**config.mk**
```make
export PLATFORM = sky130hd
export DESIGN_NAME = roots_readout
export DESIGN_NICKNAME = d
export VERILOG_FILES = /design/src/rtl/roots_readout.sv
export SDC_FILE = /design/constraint.sdc
export NUM_CORES = 1
export LEC_CHECK = 0
export BUFFER_PORTS_ARGS = -buffer_cell sky130_fd_sc_hd__buf_4
export CORE_ASPECT_RATIO = 0.9
export CORE_UTILIZATION = 45
export DETAILED_ROUTE_END_ITERATION = 8
export PLACE_DENSITY_LB_ADDON = 0.3
export SLEW_MARGIN = 20
export SYNTH_ARGS = -nofsm -noshare
export SYNTH_HDL_FRONTEND = slang
export SYNTH_SLANG_ARGS = --single-unit
```
**constraint.sdc**
```tcl
create_clock -name clk -period 5.9 [get_ports clk]
set_input_delay 0 -clock clk [delete_from_list [all_inputs] [get_ports clk]]
set_output_delay 0 -clock clk [all_outputs]
set_load 0.03 [all_outputs]
```
**src/rtl/roots_readout.sv**
```systemverilog
// roots_readout: snapshots a decoder result (roots, iteration count, cycle
// count) on each result_valid rising edge and streams it out as one framed
// valid/ready word stream: header, cycle count, then one word per PU root.
module roots_readout #(
    parameter int CODE_DISTANCE_X = 3,
    parameter int CODE_DISTANCE_Z = 2,
    parameter int OUT_WIDTH       = 32,
    localparam int MEASUREMENT_ROUNDS = (CODE_DISTANCE_X > CODE_DISTANCE_Z) ? CODE_DISTANCE_X : CODE_DISTANCE_Z,
    localparam int PU_COUNT           = CODE_DISTANCE_X * CODE_DISTANCE_Z * MEASUREMENT_ROUNDS,
    localparam int ADDRESS_WIDTH      = 3 * $clog2(MEASUREMENT_ROUNDS),
    localparam int IDX_W              = (PU_COUNT > 1) ? $clog2(PU_COUNT) : 1,
    localparam int ROOTS_W            = ADDRESS_WIDTH * PU_COUNT
) (
    input  logic                 clk,
    input  logic                 reset,
    input  logic                 result_valid,
    input  logic [ROOTS_W-1:0]   roots,
    input  logic [7:0]           iteration_counter,
    input  logic [31:0]          cycle_counter,
    output logic [OUT_WIDTH-1:0] out_data,
    output logic                 out_valid,
    input  logic                 out_ready,
    output logic                 out_last,
    output logic                 busy,
    output logic                 overflow,
    output logic [15:0]          frames_sent
);

    typedef enum logic [1:0] {
        S_IDLE,
        S_HDR,
        S_CYC,
        S_ROOT
    } state_t;

    state_t               r_state;
    state_t               w_next;

    logic                 r_rv_d;
    logic [ROOTS_W-1:0]   r_roots;
    logic [7:0]           r_iter;
    logic [31:0]          r_cycle;
    logic [IDX_W-1:0]     r_index;
    logic                 r_overflow;
    logic [15:0]          r_frames;

    logic                 w_start;
    logic                 w_is_last;
    logic                 w_capture_ok;
    logic                 w_capture;
    logic [31:0]          w_hdr;
    logic [ADDRESS_WIDTH-1:0] w_root;

    assign w_start      = result_valid & ~r_rv_d;
    assign w_is_last    = (r_state == S_ROOT) && (r_index == IDX_W'(PU_COUNT - 1));
    // A new frame may start in the same cycle the last word is accepted,
    // which gives back-to-back frames with no idle bubble.
    assign w_capture_ok = (r_state == S_IDLE) | (w_is_last & out_ready);
    assign w_capture    = w_start & w_capture_ok;
    assign w_hdr        = {8'hA5, r_iter, 16'(PU_COUNT)};

    assign busy        = (r_state != S_IDLE);
    assign overflow    = r_overflow;
    assign frames_sent = r_frames;

    // Select the root address of the current PU from the snapshot.
    always_comb begin
        w_root = '0;
        for (int unsigned i = 0; i < PU_COUNT; i++) begin
            if (r_index == IDX_W'(i)) begin
                w_root = r_roots[i*ADDRESS_WIDTH +: ADDRESS_WIDTH];
            end
        end
    end

    // State register.
    always_ff @(posedge clk) begin
        if (!reset) begin
            r_state <= S_IDLE;
        end else begin
            r_state <= w_next;
        end
    end

    // Next-state and stream outputs; outputs depend only on state and snapshot,
    // so they hold steady while the sink stalls.
    always_comb begin
        w_next    = r_state;
        out_valid = 1'b0;
        out_last  = 1'b0;
        out_data  = '0;
        case (r_state)
            S_IDLE: begin
                if (w_capture) begin
                    w_next = S_HDR;
                end
            end
            S_HDR: begin
                out_valid = 1'b1;
                out_data  = OUT_WIDTH'(w_hdr);
                if (out_ready) begin
                    w_next = S_CYC;
                end
            end
            S_CYC: begin
                out_valid = 1'b1;
                out_data  = OUT_WIDTH'(r_cycle);
                if (out_ready) begin
                    w_next = S_ROOT;
                end
            end
            S_ROOT: begin
                out_valid = 1'b1;
                out_last  = w_is_last;
                out_data  = OUT_WIDTH'(w_root);
                if (out_ready && w_is_last) begin
                    w_next = w_capture ? S_HDR : S_IDLE;
                end
            end
            default: begin
                w_next = S_IDLE;
            end
        endcase
    end

    // Edge detect, snapshot capture, root index, overflow flag and frame counter.
    always_ff @(posedge clk) begin
        if (!reset) begin
            r_rv_d     <= 1'b0;
            r_roots    <= '0;
            r_iter     <= '0;
            r_cycle    <= '0;
            r_index    <= '0;
            r_overflow <= 1'b0;
            r_frames   <= '0;
        end else begin
            r_rv_d <= result_valid;
            if (w_capture) begin
                r_roots <= roots;
                r_iter  <= iteration_counter;
                r_cycle <= cycle_counter;
            end
            if (w_start && !w_capture_ok) begin
                r_overflow <= 1'b1;
            end
            if (r_state == S_CYC && out_ready) begin
                r_index <= '0;
            end else if (r_state == S_ROOT && out_ready) begin
                if (w_is_last) begin
                    r_index  <= '0;
                    r_frames <= r_frames + 16'd1;
                end else begin
                    r_index <= r_index + IDX_W'(1);
                end
            end
        end
    end

endmodule

```
==> out/results.ini <==
[timing]
fin_crit_sh_pct = 58.9
fin_crit_ns = 3.48
fmax_mhz = 288
rsz0062_at_grt = false
hold_violations = 0
worst-slew-pin-transition_ns = 1.05
clock-skew-final_ns = 0.0128
tns_ns = 0
relSlewSlack_pct = 29.8
setup_viol = 0
final_max_slew_viol_count = 0

[job]
timing.max_cap.violations = 0

[cells_and_area]
areaGrowthSynthToFinish_pct = 40.5
final_cell_area_um2 = 12400
drive_gt1_share_pct = 18.5
final_cell_mix = 335 x nand2_1, 210 x buf_4, 173 x dfxtp_1
layout_commonest_cell = nand2_1
nets = 1558

[critical_path]
worstPathArrival_ns = 3.48
r2r_cells = 6
worst-setup-path-type = reg -> out
reg2reg_slack_ns = 2.91
start_kind = flip-flop
cp-end-kind = output pin
r2r-start = r_index[2]
cp.required_ns = 5.90
critPathMaxFanout = 27
r2r-end = r_roots[35]

[drt]
wl_met3_mm = 1.67
wl_met2_mm = 12.4
drcViolationCount = 0
drt-met1-wl_mm = 12.3
highest_layer = met4
drt_iter0_drc = 691
vias = 8751
detail-route-antenna-nets = 0
finalWirelength_mm = 26.9
drtPass1Iterations = 5
wl_per_cell_um = 16.2
viasPerCell = 5.27

[yosys]
synth-seq-cells = 173
synth_ff_type = dfxtp_1
synth-seq-area-share_pct = 39.4
syn_nets = 1270
yosys_warnings = 0
syn-instance-count = 1108
synth_edf_count = 0
ys_types = 73
syn_area_per_cell_um2 = 7.94
synth_area_um2 = 8800
ys_async_sr_fraction_pct = 0

[min_path]
min_path_type = in -> reg
min_path_cells = 2
min_from = reset
hold_end = r_roots[38]

[floorplanning]
core_um2 = 19200
die_x_um = 149
initial_core_util_pct = 45.9
io_pins = 204
die_area_um2 = 20100
fp-row-count = 48
die_height_um = 135

[placement]
gp_congestion = 0.924
placed_cell_area_um2 = 10200
io_buffers = 203
dp_hpwl_mm = 17.2

[cts]
cts_tree = built
root_buffer = clkbuf_16
post-cts-setup-buffer-count = 0
numClockSinks = 173
clkLatencyLatePin_ns = 0.43
cts_buffers = 17
htreeDepth = 4
clock_tree.buffer_depth = 2
path_clk_slew_ns = 0.07

[grt]
grt-ovfl-total = 0
track_usage_pct = 26.5
grt_max_degree = 112
grt_pass1_wl_mm = 42.0
antenna_found_initial = 0
grt_pass1_vias = 8381

[run_status]
outcome = finished clean

[power]
p_total_uw = 3760
pwr_density_cell_nw_per_um2 = 304
ir_drop_uv = 196
leakage_uw = 0.00497

## synthesized netlist by cell type (all sizes together), types with 3 or more instances
library cell / instances / share of area, %
nor4: 3 / 0.55
a21o: 4 / 0.34
a21oi: 23 / 1.4
xnor2: 5 / 0.50
nor3b: 7 / 0.71
a32oi: 4 / 0.40
and4b: 3 / 0.34
ha: 10 / 1.4
a221oi: 5 / 0.50
or3: 5 / 0.36
a21boi: 153 / 13
nand3b: 11 / 0.94
a211o: 4 / 0.40
o211ai: 3 / 0.26
nor2b: 17 / 1.2
buf: 47 / 3.8
clkbuf: 46 / 2.0
nand4b: 5 / 0.57
a221o: 4 / 0.46
nand2b: 7 / 0.50
xor2: 8 / 0.80
o2111ai: 6 / 0.60
nor2: 31 / 1.4
nand3: 14 / 0.80
a31oi: 11 / 0.78
and2: 31 / 2.2
inv: 25 / 1.1
nand4bb: 5 / 0.64
a22oi: 11 / 0.94
mux2i: 3 / 0.34
o22ai: 5 / 0.36
nand2: 335 / 14
o21a: 3 / 0.26
dfxtp: 173 / 39
o21ai: 26 / 1.5
nor3: 14 / 0.91
a32o: 3 / 0.34
nand4: 5 / 0.36
## cells by family (layout without fill, tap and decap cells)
group / after synthesis / after routing / synth area share [%]
adder cells (fa/ha/maj): 10 / 10 / 1.42
AO/OA/AOI/OAI: 284 / 284 / 23.6
flip-flops: 173 / 173 / 39.4
other: 0 / 1 / 0
AND/OR/NAND/NOR: 507 / 507 / 27.2
XOR/XNOR: 13 / 13 / 1.29
buffers and inverters: 118 / 419 / 6.83
multiplexers: 3 / 3 / 0.341
## worst max-delay path: stages, from the launching register on
cell     delay (ns)
dfxtp_1        0.42
ha_1           0.42
buf_4          0.36
and3_1         0.20
ha_1           0.45
inv_1          0.18
a31oi_1        0.23
o21ai_0        0.10
o31ai_1        0.28
o21ai_0        0.19
buf_4          0.21
## state kept, by name, indices dropped and copies added, names as in the netlist
name,count
r_index,5
r_cycle,32
overflow,1
r_roots,108
r_state,2
frames_sent,16
r_iter,8
r_rv_d,1
## timing repair
| action | CTS | global route |
|---|---|---|
| endpoints found under the hold margin | 154 | 0 |
| hold buffers | 150 | 0 |
| resized for setup | 0 | 0 |
## power by group
| part | switching, uW | leakage [uW] | total (uW) | internal (uW) |
|---|---|---|---|---|
| sequential | 120 | 0.00141 | 1460 | 1340 |
| clock | 474 | 0.000307 | 1200 | 726 |
| combinational | 671 | 0.00325 | 1100 | 433 |
| total | 1270 | 0.00497 | 3760 | 2500 |
## stage by stage
step | hold slack [ns] | utilization [%] | worst slack [ns] | std cells
after floorplan | 0.122 | - | 3.04 | 1108
after global placement | 0.218 | 53.1 | 2.49 | 1475
after detailed placement | 0.219 | 53.2 | 2.48 | 1476
after CTS | 0.238 | 64.4 | 2.44 | 1658
after global routing | 0.267 | 64.5 | 2.24 | 1659
final | 0.240 | 64.5 | 2.42 | 1660
## layer usage
| metal | GRT usage, % | vias to the layer above |
|---|---|---|
| met4 | 7.60 | 0 |
| met3 | 6.42 | 43 |
| met5 | 0 | - |
| met1 | 34.9 | 4077 |
| li1 | - | 4334 |
| met2 | 42.8 | 297 |
## final cells by class
class                      instances  area [um2]
inverter                          25        93.8
multi-input combinational        817        4730
clock inverter                     8         129
tap                              250         313
antenna                            1        2.50
sequential                       173        3460
clock buffer                      24         502
fill                            1600        6800
timing repair buffer             362        3120
## worst max path at each step
stage          startpoint           to  slack (ns)
2_1_floorplan  r_index[0]  out_data[2]        3.04
3_3_place_gp   r_index[0]  r_roots[53]        2.49
3_5_place_dp   r_index[2]  r_roots[18]        2.48
4_1_cts        r_index[0]  out_data[1]        2.44
5_1_grt        r_index[0]  out_data[1]        2.24
6_report       r_index[0]  out_data[1]        2.42
(Power assumes the default switching activity.)
